==> src/rtl/mac_r_pkg.sv <==
// rtl/mac_r_pkg.sv - shared types, CRC constants and descriptor layout for the MII receive MAC
package mac_r_pkg;

  typedef enum logic [2:0] {
    ST_IDLE = 3'd0,
    ST_PRE  = 3'd1,
    ST_DATA = 3'd2,
    ST_CHK  = 3'd3,
    ST_STAT = 3'd4,
    ST_SKIP = 3'd5
  } state_e;

  localparam logic [31:0] CRC_INIT    = 32'hFFFF_FFFF;
  localparam logic [31:0] CRC_POLY    = 32'hEDB8_8320;
  localparam logic [31:0] CRC_RESIDUE = 32'hDEBB_20E3;

  localparam int DESC_CRC_ERR = 15;
  localparam int DESC_LEN_ERR = 14;
  localparam int DESC_RX_ER   = 13;
  localparam int DESC_ALIGN   = 12;

  // One byte through the reflected CRC-32, LSB first.
  function automatic logic [31:0] crc32_byte(input logic [31:0] c, input logic [7:0] b);
    logic [31:0] r;
    r = c;
    for (int i = 0; i < 8; i++) begin
      r = (r[0] ^ b[i]) ? ((r >> 1) ^ CRC_POLY) : (r >> 1);
    end
    return r;
  endfunction

endpackage

==> src/rtl/mac_r_crc32.sv <==
// rtl/mac_r_crc32.sv - byte-wide reflected CRC-32 register, no final inversion
module mac_r_crc32
  import mac_r_pkg::*;
(
  input  logic        clk,
  input  logic        rstn,
  input  logic        init,
  input  logic        calc_en,
  input  logic [7:0]  din,
  output logic [31:0] crc
);

  always_ff @(posedge clk or negedge rstn) begin
    if (!rstn) begin
      crc <= CRC_INIT;
    end else if (init) begin
      crc <= CRC_INIT;
    end else if (calc_en) begin
      crc <= crc32_byte(crc, din);
    end
  end

endmodule

==> src/rtl/mac_r.sv <==
// rtl/mac_r.sv - MII receive MAC: preamble strip, byte assembly, FCS/length check, FIFO writes
module mac_r
  import mac_r_pkg::*;
#(
  parameter int MIN_LEN     = 64,
  parameter int MAX_LEN     = 1518,
  parameter int FIFO_THRESH = 2566,
  parameter int DELAY       = 2
) (
  input  logic        clk,
  input  logic        rstn,
  input  logic        rx_dv,
  input  logic        rx_er,
  input  logic [3:0]  rx_d,
  output logic        data_fifo_wr,
  output logic [7:0]  data_fifo_dout,
  input  logic [11:0] data_fifo_depth,
  output logic        ptr_fifo_wr,
  output logic [15:0] ptr_fifo_dout,
  input  logic        ptr_fifo_full,
  output logic [15:0] drop_cnt
);

  localparam logic [10:0] MIN_C = 11'(MIN_LEN);
  localparam logic [10:0] MAX_C = 11'(MAX_LEN);
  localparam logic [11:0] THR_C = 12'(FIFO_THRESH);

  // DELAY only matters to zero-delay-averse simulators; the RTL uses plain NBAs.
  if (DELAY < 0) begin : g_delay_unused
  end

  logic        dv_q, er_q;
  logic [3:0]  d_q;
  state_e      state;
  logic [3:0]  lo_nib;
  logic        odd;
  logic [10:0] cnt;
  logic        over, er_seen;
  logic        crc_init, crc_en;
  logic [31:0] crc;
  logic [15:0] desc;

  always_ff @(posedge clk or negedge rstn) begin
    if (!rstn) begin
      dv_q <= 1'b0;
      er_q <= 1'b0;
      d_q  <= 4'h0;
    end else begin
      dv_q <= rx_dv;
      er_q <= rx_er;
      d_q  <= rx_d;
    end
  end

  assign crc_init = (state == ST_PRE) && dv_q && (d_q == 4'hD);
  assign crc_en   = (state == ST_DATA) && dv_q && odd;

  mac_r_crc32 u_crc (
    .clk     (clk),
    .rstn    (rstn),
    .init    (crc_init),
    .calc_en (crc_en),
    .din     ({d_q, lo_nib}),
    .crc     (crc)
  );

  always_comb begin
    desc = {5'b0, cnt};
    desc[DESC_CRC_ERR] = (crc != CRC_RESIDUE);
    desc[DESC_LEN_ERR] = over || (cnt < MIN_C);
    desc[DESC_RX_ER]   = er_seen;
    desc[DESC_ALIGN]   = odd;
  end

  always_ff @(posedge clk or negedge rstn) begin
    if (!rstn) begin
      state          <= ST_IDLE;
      lo_nib         <= 4'h0;
      odd            <= 1'b0;
      cnt            <= 11'd0;
      over           <= 1'b0;
      er_seen        <= 1'b0;
      data_fifo_wr   <= 1'b0;
      data_fifo_dout <= 8'h00;
      ptr_fifo_wr    <= 1'b0;
      ptr_fifo_dout  <= 16'h0000;
      drop_cnt       <= 16'h0000;
    end else begin
      data_fifo_wr <= 1'b0;
      ptr_fifo_wr  <= 1'b0;
      case (state)
        ST_IDLE: if (dv_q) state <= (d_q == 4'h5) ? ST_PRE : ST_SKIP;
        ST_PRE: begin
          if (!dv_q) begin
            state <= ST_IDLE;
          end else if (d_q == 4'hD) begin
            // Space is only judged here; the threshold leaves room for a maximum frame.
            if (ptr_fifo_full || (data_fifo_depth > THR_C)) begin
              if (drop_cnt != 16'hFFFF) drop_cnt <= drop_cnt + 16'd1;
              state <= ST_SKIP;
            end else begin
              odd     <= 1'b0;
              cnt     <= 11'd0;
              over    <= 1'b0;
              er_seen <= 1'b0;
              state   <= ST_DATA;
            end
          end else if (d_q != 4'h5) begin
            state <= ST_SKIP;
          end
        end
        ST_DATA: begin
          if (!dv_q) begin
            state <= ST_CHK;
          end else begin
            if (er_q) er_seen <= 1'b1;
            odd <= ~odd;
            if (!odd) begin
              lo_nib <= d_q;
            end else if (cnt < MAX_C) begin
              data_fifo_wr   <= 1'b1;
              data_fifo_dout <= {d_q, lo_nib};
              cnt            <= cnt + 11'd1;
            end else begin
              over <= 1'b1;
            end
          end
        end
        ST_CHK: begin
          ptr_fifo_wr   <= 1'b1;
          ptr_fifo_dout <= desc;
          state         <= ST_STAT;
        end
        ST_STAT: state <= ST_IDLE;
        ST_SKIP: if (!dv_q) state <= ST_IDLE;
        default: state <= ST_IDLE;
      endcase
    end
  end

endmodule

==> config.mk <==
export PLATFORM = sky130hd
export DESIGN_NAME = mac_r
export DESIGN_NICKNAME = d
export VERILOG_FILES = /design/src/rtl/mac_r_pkg.sv /design/src/rtl/mac_r_crc32.sv /design/src/rtl/mac_r.sv
export SDC_FILE = /design/constraint.sdc
export NUM_CORES = 1
export LEC_CHECK = 0
export CAP_MARGIN = 20
export CORE_ASPECT_RATIO = 0.9
export CORE_MARGIN = 10
export CORE_UTILIZATION = 35
export DETAILED_ROUTE_END_ITERATION = 10
export PLACE_DENSITY = 0.61
export SYNTH_ARGS = -nofsm -noshare
export SYNTH_HDL_FRONTEND = slang
export SYNTH_SLANG_ARGS = --single-unit
export TNS_END_PERCENT = 30
==> constraint.sdc <==
create_clock -name clk -period 5.1 [get_ports clk]
set_clock_uncertainty 0.15 [all_clocks]
set_input_delay 0.765 -clock clk [delete_from_list [all_inputs] [get_ports clk]]
set_output_delay 0.765 -clock clk [all_outputs]
set_load 0.05 [all_outputs]
Word level (Yosys, flattened, before mapping)
Index checks and enable logic that the tools add are counted.
{ "totals": {"inputBits": 21, "elab_cells": 118, "ff_bits": 100, "out_inout_bits": 42} }
{ "classes": {"mux": 43, "add_sub_neg": 2, "n_bitwise": 17, "n_lt_le_gt_ge": 3, "eq_ne": 21, "n_reduce_logical": 17} }
{ "ops": {"columns": ["op", "count"], "rows": [
  ["two-way mux 32 bit", 10],
  ["NOT 13 -> 14 bit", 8],
  ["two-way mux 11 bit", 6],
  ["inequality test 32 bit, second input constant", 1],
  ["two-way mux 3 bit", 8],
  ["case mux 11 bit (2 select lines)", 1],
  ["inequality test 2 bit, second input constant", 9],
  ["adder 16 x 1 -> 16 bit, second input constant", 1],
  ["inequality test 16 bit, second input constant", 1],
  ["case mux 3 bit (5 select lines)", 1],
  ["two-way mux 1 bit", 14],
  ["AND reduction 7 bit", 2],
  ["greater-than comparator 12 bit, second input constant", 1],
  ["adder 11 x 1 -> 11 bit, second input constant", 1],
  ["less-than comparator 11 bit, second input constant", 1],
  ["less-than comparator 11 x 7 -> 1 bit, second input constant", 1],
  ["AND reduction 5 bit", 2],
  ["AND reduction 4 bit", 2],
  ["bitwise XOR 1 bit", 8],
  ["== test 3 x 2 -> 1 bit, second input constant", 2],
  ["case mux 1 bit (2 select lines)", 3],
  ["AND reduction 6 bit", 1],
  ["== test 4 x 3 -> 1 bit, second input constant", 1],
  ["== test 4 bit, second input constant", 1],
  ["other kinds (11)", 17]
]} }

Logic depth before layout (Yosys ltp)
Gate-level depths: netlist (run 1).
{ "depth": {"ltp_word": 18, "ltp_mapped": 7, "ltp_nobuf": 6} }

Cells and area by module
A second synthesis (run 1) with hierarchy kept.
{ "hier_totals": {"cells_unflattened": 474, "area_unflattened_um2": 5270.1} }
{ "by_module_without_submodules": {"columns": ["mod", "seq_area_each_um2", "area_per_inst_um2", "n_inst", "cells_each"], "rows": [
  ["mac_r", 1701.6, 3208.1, 1, 284],
  ["mac_r_crc32", 840.8, 2062.0, 1, 190]
]} }

Least setup slack after synthesis (run 1)
Ideal clock, no wire load.
{ "synth_timing": {"path_type": "in2reg", "start": "in data_fifo_depth[6]", "end": "reg cnt[0]", "stages": 7, "path_slack_ps": 2442, "arrival_time_ps": 2384, "n_path_buf": 1, "t_required_ps": 4825, "setup_ps": 125, "cell_sequence": "or4_1 > a2111oi_2 > a21o_1 > a21oi_2 > buf_6 > a21o_1 > mux2_2"} }
{ "synth_via": {"elab_chain_len": 4} }
{ "synth_rtl": {"columns": ["item", "line_no", "source"], "rows": [
  ["start: declaration", "mac_r.sv:17", "input logic [11:0] data_fifo_depth,"],
  ["greater-than comparator 12 bit", "mac_r.sv:98", "if (ptr_fifo_full || (data_fifo_depth > THR_C)) begin"],
  ["logical OR 1 bit", "mac_r.sv:98", null],
  ["inequality test 2 bit (no line)", null, null],
  ["AND reduction 7 bit (no line)", null, null],
  ["end signal: assignment", "mac_r.sv:123", "cnt <= cnt + 11'd1;"],
  ["end: declaration", "mac_r.sv:37", "logic [10:0] cnt;"]
]} }
Every way passes these cells.
A chain may end at the register's enable or synchronous reset.

Worst setup path in the final report (run 1)
{ "layout_timing": {"start": "reg state[2]", "end": "reg data_fifo_dout[1]"} }
{ "layout_via": {"elab_chain_len": 2} }
{ "layout_rtl": {"columns": ["item", "line_no", "source"], "rows": [
  ["start: declaration", "mac_r.sv:34", "state_e state;"],
  ["start signal: assignment", "mac_r.sv:92", "ST_IDLE: if (dv_q) state <= (d_q == 4'h5) ? ST_PRE : ST_SKIP;"],
  ["== test 3 x 2 -> 1 bit", "mac_r.sv:91", "case (state)"],
  ["AND reduction 4 bit (no line)", null, null],
  ["end signal: assignment", "mac_r.sv:122", "data_fifo_dout <= {d_q, lo_nib};"],
  ["end: declaration", "mac_r.sv:16", "output logic [7:0] data_fifo_dout,"]
]} }
Every way passes these cells.

==> results of run 1 <==
[worst max-delay path, cell delays in order (launching register included)]
cell     delay [ns]
dfrtp_1        0.44
nor3b_2        0.44
and2_1         0.28
nand2_1        0.38
a21oi_2        0.78
mux2_2         0.41
[per-stage QoR]
step	std cells	power, mW	util, %	cell area (sq um)
3_5_place_dp	690	2.20	41.4	5820
4_1_cts	706	2.88	43.4	6100
3_3_place_gp	690	2.20	41.4	5820
2_1_floorplan	453	1.96	-	5040
6_report	706	2.86	43.4	6100
5_1_grt	706	3.04	43.4	6100
[power groups by stage]
stage,combinational (mW),clock (mW),sequential (mW)
2_1_floorplan,0.843,0,1.12
3_3_place_gp,1.08,0,1.12
3_5_place_dp,1.08,0,1.12
4_1_cts,1.09,0.679,1.11
5_1_grt,1.19,0.716,1.13
6_report,1.09,0.659,1.11
[synth_stat cells, types with 2 or more instances]
cell type,n
o211ai_1,3
and3_1,5
nand2_1,35
a31oi_1,6
or4_1,2
a41oi_1,2
o31a_1,2
o21a_1,4
xor2_1,25
nor2_1,12
buf_4,2
ha_1,2
a21o_1,4
mux2_2,23
nor4_1,5
dfrtp_1,68
nand4b_1,4
inv_1,3
nor3_1,25
clkbuf_1,13
o21ai_0,23
xnor2_4,2
buf_1,2
dfstp_2,32
nand2b_1,2
a21oi_2,2
a21oi_1,35
xor2_4,2
nand4_1,13
xnor2_2,5
and2_1,2
nand3_1,12
xnor2_1,50
[cell families (layout without fill, tap and decap cells)]
logic type | count (synthesis) | in the layout
other cells | 1 | 1
mux | 23 | 23
fa+ha+maj | 2 | 2
flops | 100 | 100
xor+xnor | 85 | 85
compound gates | 92 | 92
buf+inv | 22 | 82
simple gates | 128 | 128
[per-layer routing]
metal  share of wire, %  global-route usage (%)
met1                 47                    16.3
met2                 43                    17.6
met3                8.1                    5.11
met4                1.4                    3.67
met5                  0                       0
[final cells by class]
cell class	instances	area (sq um)
fill	1338	7960
sequential	100	2540
multi-input combinational	331	2400
timing repair buffer	63	623
tap	193	241
clock buffer	9	225
clock inverter	7	55.1
inverter	3	11.3
[sequential cells by signal, summed over array words and instances, names as in the netlist]
register,count
u_crc.crc,32
drop_cnt,16
ptr_fifo_dout,15
cnt,11
data_fifo_dout,8
d_q,4
lo_nib,4
state,3
data_fifo_wr,1
dv_q,1
er_q,1
er_seen,1
odd,1
over,1
ptr_fifo_wr,1
[how the worst max path moves through the flow]
stage / startpoint / to / slack (ns) / cells after the start
after global placement: data_fifo_depth[6] / cnt[0] / 1.86 / 7
after CTS: state[2] / data_fifo_dout[1] / 2.12 / 5
after floorplan: data_fifo_depth[6] / cnt[0] / 2.44 / 7
after detailed placement: data_fifo_depth[6] / cnt[0] / 1.79 / 7
final: state[2] / data_fifo_dout[1] / 2.09 / 5
after global routing: state[2] / data_fifo_dout[2] / 1.88 / 5
==> impl_results.md, run 1 <==
- Root Driver: clkbuf_16
- Top Ports: 63
- Startpoint Class: flip-flop
- DR vias: roughly 3,600
- Core area: 14,100 sq um
- Status: completed
- Hold slack: 0.320 ns
- Flops & latches, synth: 100
- CP Capture Type: flip-flop
- Worst-margin pin slew: approximately 1.1 ns
- Clock Latency Late Sink: 0.36 ns
- Fin crit share: 59.1%
- Clk buf depth: 2
- CTS tree: yes
- FMAX: 332 MHz
- LEAKAGE: 2.47 nW
- R2R Setup Slk: 2.09 ns
- Grt ovf: 0
- Data arrival, critical path: about 3.1 ns
- Starting density of the core: a little over a third
- Minimum clock period: between 3 and 4 ns
- Clock share of power: 23.0%
- Postcts setup bufs: 0
- Commonest non-fill, non-tap cell in the layout: dfrtp_1
- # diodes: 0
- Most frequent cells in the layout: 68 x dfrtp_1, 60 x clkdlybuf4s50_1, 50 x xnor2_1
- XOR/XNOR share of the synthesized area: between 15 and 20%
- Global-route wire length before repair: 19.5 mm
- Flop pwr share: approximately two fifths
- Router iterations before antenna repair: 5
- Max_slew headroom: around a quarter
- Yosys top cell area share: 33.8%
- Via/cell ratio: 5.15
- Final Setup Violations: 0
- Clock sink count: 100
- Sequential share of the synthesized area: 50.5%
- CTS Hold Buffers Added: 0
- DRC Markers: 0
- Dominant synthesized flop cell: dfrtp_1
- Nets@finish: 531
- Hold/Removal Path Class: in -> async
- Worst path required time: 5.19 ns
- Antenna violations before repair: 0
- Total track usage: 12.2%
- Share of cells above drive strength 1: about 18%
- I/O Buffers: 61
- Resized Gates After CTS: 0
- Largest cells by area after synthesis: dfrtp_1 34%, dfstp_2 17%, xnor2_1 8.7%
- H-tree Lvls: 3
- Largest net degree at the start of global routing: 60
- TNS Setup: 0 ns
- Max Cap Viol: 0
- Die width: 146 um
- Synthesized Nets: roughly 480
- Vias in the first global route: 3,667
- Worst-path fanout max: 16
- Number of flops mapped to enable cells by yosys: 0
- Clock transition at path regs: 0.07 ns
- Post-route ant nets: 0
- Die ar.: 19,600 sq um
- FFs w/ async S/R, synth: 100%
- Mapped Avg Cell Area: about 11 sq um
- Largest family of logic cells by synthesized area: XOR/XNOR gates
- Gpl congestion: 0.857
- Pwr Density: 469 nW/um^2
- Multiplexer area fraction after synthesis: a little over 5%
- Cell Area, Synth: roughly 5000 sq um
- Sw Share: a little over a third
- Total CTS buffers: 9
- R2R cell count: 5
- Combinational Power Share: 38.1%
- Worst r2r dst: data_fifo_dout[1]
- Iteration-0 DRC Markers: 298
- Synth Area in Compound Gates: roughly 11%
- R2R Path Start: state[2]
- Rows: 41
- Worst Slack Setup Final: 2.09 ns
- Int Power: 1.82 mW
- WS Path Type: reg -> reg
- Setup WS pre-CTS: 1.79 ns
- Final WL: around 12 mm
- Switching power: 1.04 mW
- Final Slew Violations: 0
- Count of different cell masters after synthesis: 59
- Area leader, netlist: dfrtp_1
- Cells after synthesis: 453
- Detailed Place HPWL: 8.38 mm
- Worst vdd ir: 0.000206 V
- Post-Synth Adder-Cell Area: 0.497%
- Area growth from synthesis to layout: 21.0%
- Die height: 134 um
- Post-Synth Simple-Gate Area: 13.4%
- RSZ-0062 raised after global routing: false
- Avg WL per Cell: about 17 um
- Final Hold Viols: 0
- YS warnings: 0
(Power assumes the default switching activity.)
==> run 2, diff against run 1 <==
--- a/config.mk
+++ b/config.mk
@@ -10,7 +10,7 @@
 export CORE_MARGIN = 10
 export CORE_UTILIZATION = 35
 export DETAILED_ROUTE_END_ITERATION = 10
-export PLACE_DENSITY = 0.61
+export PLACE_DENSITY = 0.63
 export SYNTH_ARGS = -nofsm -noshare
 export SYNTH_HDL_FRONTEND = slang
 export SYNTH_SLANG_ARGS = --single-unit
==> constraint.sdc (replaced) <==
create_clock -name clk -period 2.72 [get_ports clk]
set_clock_uncertainty 0.15 [all_clocks]
set_input_delay 0.408 -clock clk [delete_from_list [all_inputs] [get_ports clk]]
set_output_delay 0.408 -clock clk [all_outputs]
set_load 0.05 [all_outputs]
==> run 2 against run 1 <==
  * Clock-buffer cell count is the same
  * Register-to-register slack lost 1.6 ns
  * Final cell count grew 3.0%
  * Via count grew 0.91%
  * Global-route usage grew 0.11 points
  * First-iteration DRC count grew 3.0%
==> impl_results.md, run 2 (synthesis results as in run 1) <==
- Status: completed
- Die ar.: 19,600 sq um (unchanged)
- Max Cap Viol: 0 (unchanged)
- Startpoint Class: input port
- Worst Slack Setup Final: 0.311 ns (-1.78 ns)
- DR top layer: met4
- DRC Markers: 0 (unchanged)
- Worst vdd ir: 0.000369 V (+80%)
- Starting density of the core: 35.8% (unchanged)
- Clock sink count: 100 (unchanged)
- Share of cells above drive strength 1: 21.0% (+3.0 points)
- Worst-path fanout max: 7 (-9)
- Combinational Power Share: 37.5% (-0.6 points)
- # diodes: 0 (unchanged)
- Cell area after layout: 6320 sq um (+3.7%)
- Int Power: 3.65 mW (+100%)
- Clock share of power: 25.4% (+2.4 points)
- Rows: 41 (unchanged)
- Minimum clock period: 2.41 ns
- Clk buf depth: 2 (unchanged)
- LEAKAGE: 2.60 nW (+5.4%)
- Resized Gates After CTS: 0 (unchanged)
- FMAX: 415 MHz
- Detailed Place HPWL: 8.58 mm (+2.3%)
- H-tree Lvls: 3 (unchanged)
- HP Start: ptr_fifo_dout[10]
- Die width: 146 um (unchanged)
- R2R Path Start: u_crc.crc[5]
- Hold/Removal Path Class: reg -> reg
- Clock Latency Late Sink: 0.35 ns (about the same)
- Core area: 14,100 sq um (unchanged)
- Worst r2r dst: ptr_fifo_dout[15]
- Antenna violations before repair: 0 (unchanged)
- Largest net degree at the start of global routing: 58 (-3.3%)
- Metal2 WL: 5.10 mm (+1.3%)
- Most frequent cells in the layout: 68 x dfrtp_1, 60 x clkdlybuf4s50_1, 50 x xnor2_1
- Largest regs: u_crc.crc x32, drop_cnt x16, ptr_fifo_dout x15
- Iteration-0 DRC Markers: 307 (+3.0%)
- Data arrival, critical path: 2.48 ns (-0.62 ns)
- Total CTS buffers: 9 (unchanged)
- Pwr Density: 888 nW/um^2 (+89%)
- Sw Share: 34.9% (-1.4 points)
- Final Slew Violations: 0 (unchanged)
- Global-route wire length before repair: 19.9 mm (+2.2%)
- WS Path Type: in -> reg
- Max reg flops: 32 (unchanged)
- Final Setup Violations: 0 (unchanged)
- Final Hold Viols: 0 (unchanged)
- Power Total: 5.61 mW (+96%)
- Worst path required time: 2.79 ns (-2.40 ns)
- I/O Buffers: 61 (unchanged)
- Fin crit share: slightly below 90%
- Post-Place Cells: 710 (+2.9%)
- Vias in the first global route: 3,742 (+2.0%)
- Flop pwr share: 37.0% (-1.8 points)
- Post-route ant nets: 0 (unchanged)
- Total track usage: 12.3% (+0.11 points)
- Metal3 WL: 778 um (-18%)
- Root Driver: clkbuf_16
- Gpl congestion: 0.870 (+1.5%)
- R2R cell count: 4 (-1)
- Setup WS pre-CTS: -0.0699 ns (-1.86 ns)
- Top Ports: 63 (unchanged)
- Nets@finish: 552 (+4.0%)
- Fin util: 45.0% (+1.6 points)
- Switching power: 1.96 mW (+89%)
- CP Capture Type: flip-flop
- R2R Setup Slk: 0.45 ns (-1.64 ns)
- Postcts setup bufs: 0 (unchanged)
- Worst-margin pin slew: 0.760 ns (-0.367 ns)
- Worst Hold Depth: 2
- DR vias: 3,669 (+0.91%)
- Final WL: 11.7 mm (+0.78%)
- M1 WL: 5.72 mm (+3.7%)
- Grt ovf: 0 (unchanged)
- Register with the most flip-flops: u_crc.crc
- Worst hold endpoint: ptr_fifo_dout[10]
- Via/cell ratio: 5.05 (-2.0%)
- Commonest non-fill, non-tap cell in the layout: dfrtp_1
- Max_slew headroom: 49.2% (+24 points)
- Clock transition at path regs: 0.07 ns (about the same)
- RSZ-0062 raised after global routing: false
- CTS tree: yes
- Area growth from synthesis to layout: 25.5%
- Avg WL per Cell: 16.2 um (-2.1%)
- Final non-filler cell total: 727 (+3.0%)
- Router iterations before antenna repair: 6 (+1)
- Die height: 134 um (unchanged)
- Placed Area: 5980 sq um (+2.8%)
## run 2: critical path, cell delays in order
cell	delay (ns)
clkdlybuf4s50_1	0.39
or4_1	0.53
a2111oi_2	0.30
a21o_1	0.25
a21oi_2	0.11
buf_4	0.20
o21ai_0	0.18
o21ai_0	0.11
## run 2: worst max path at each step
stage / startpoint / end / slack, ns / depth (start not counted)
after CTS: data_fifo_depth[7] / cnt[7] / 0.30 / 8
final: data_fifo_depth[6] / cnt[7] / 0.31 / 8
after detailed placement: data_fifo_depth[7] / cnt[7] / -0.07 / 8
after global routing: data_fifo_depth[11] / drop_cnt[15] / 0.13 / 8
after global placement: data_fifo_depth[11] / drop_cnt[15] / 0.009 / 8
after floorplan: data_fifo_depth[6] / cnt[0] / 0.42 / 7
## run 2: layout make-up
cell class	count	area (sq um)
timing repair buffer	84	796
sequential	100	2540
clock buffer	9	225
tap	193	241
fill	1294	7730
clock inverter	7	106
multi-input combinational	331	2400
inverter	3	11.3
## run 2: power by group through the flow
| stage | logic, mW | clock network, mW | registers [mW] |
|---|---|---|---|
| 2_1_floorplan | 1.58 | 0 | 2.10 |
| 3_3_place_gp | 2.10 | 0 | 2.09 |
| 3_5_place_dp | 2.10 | 0 | 2.10 |
| 4_1_cts | 2.12 | 1.46 | 2.08 |
| 5_1_grt | 2.29 | 1.53 | 2.12 |
| 6_report | 2.11 | 1.43 | 2.08 |
## run 2: what timing repair did
| action | CTS | global route |
|---|---|---|
| endpoints found under the hold margin | 7 | 0 |
| hold buffers | 1 | 0 |
| endpoints found under the setup margin | 0 | 0 |
## run 2: through the flow
stage,hold WS (ns),setup TNS [ns]
after floorplan,-0.0376,0
after CTS,0.321,0
after detailed placement,0.316,-0.320
after global placement,0.308,0
final,0.325,0
after global routing,0.331,0
## run 2: metal layers
layer  vias up  track usage [%]
li1       1759                -
met1      1806             17.2
met2        93             17.2
met3        11             4.34
met4         0             4.17
met5         -                0
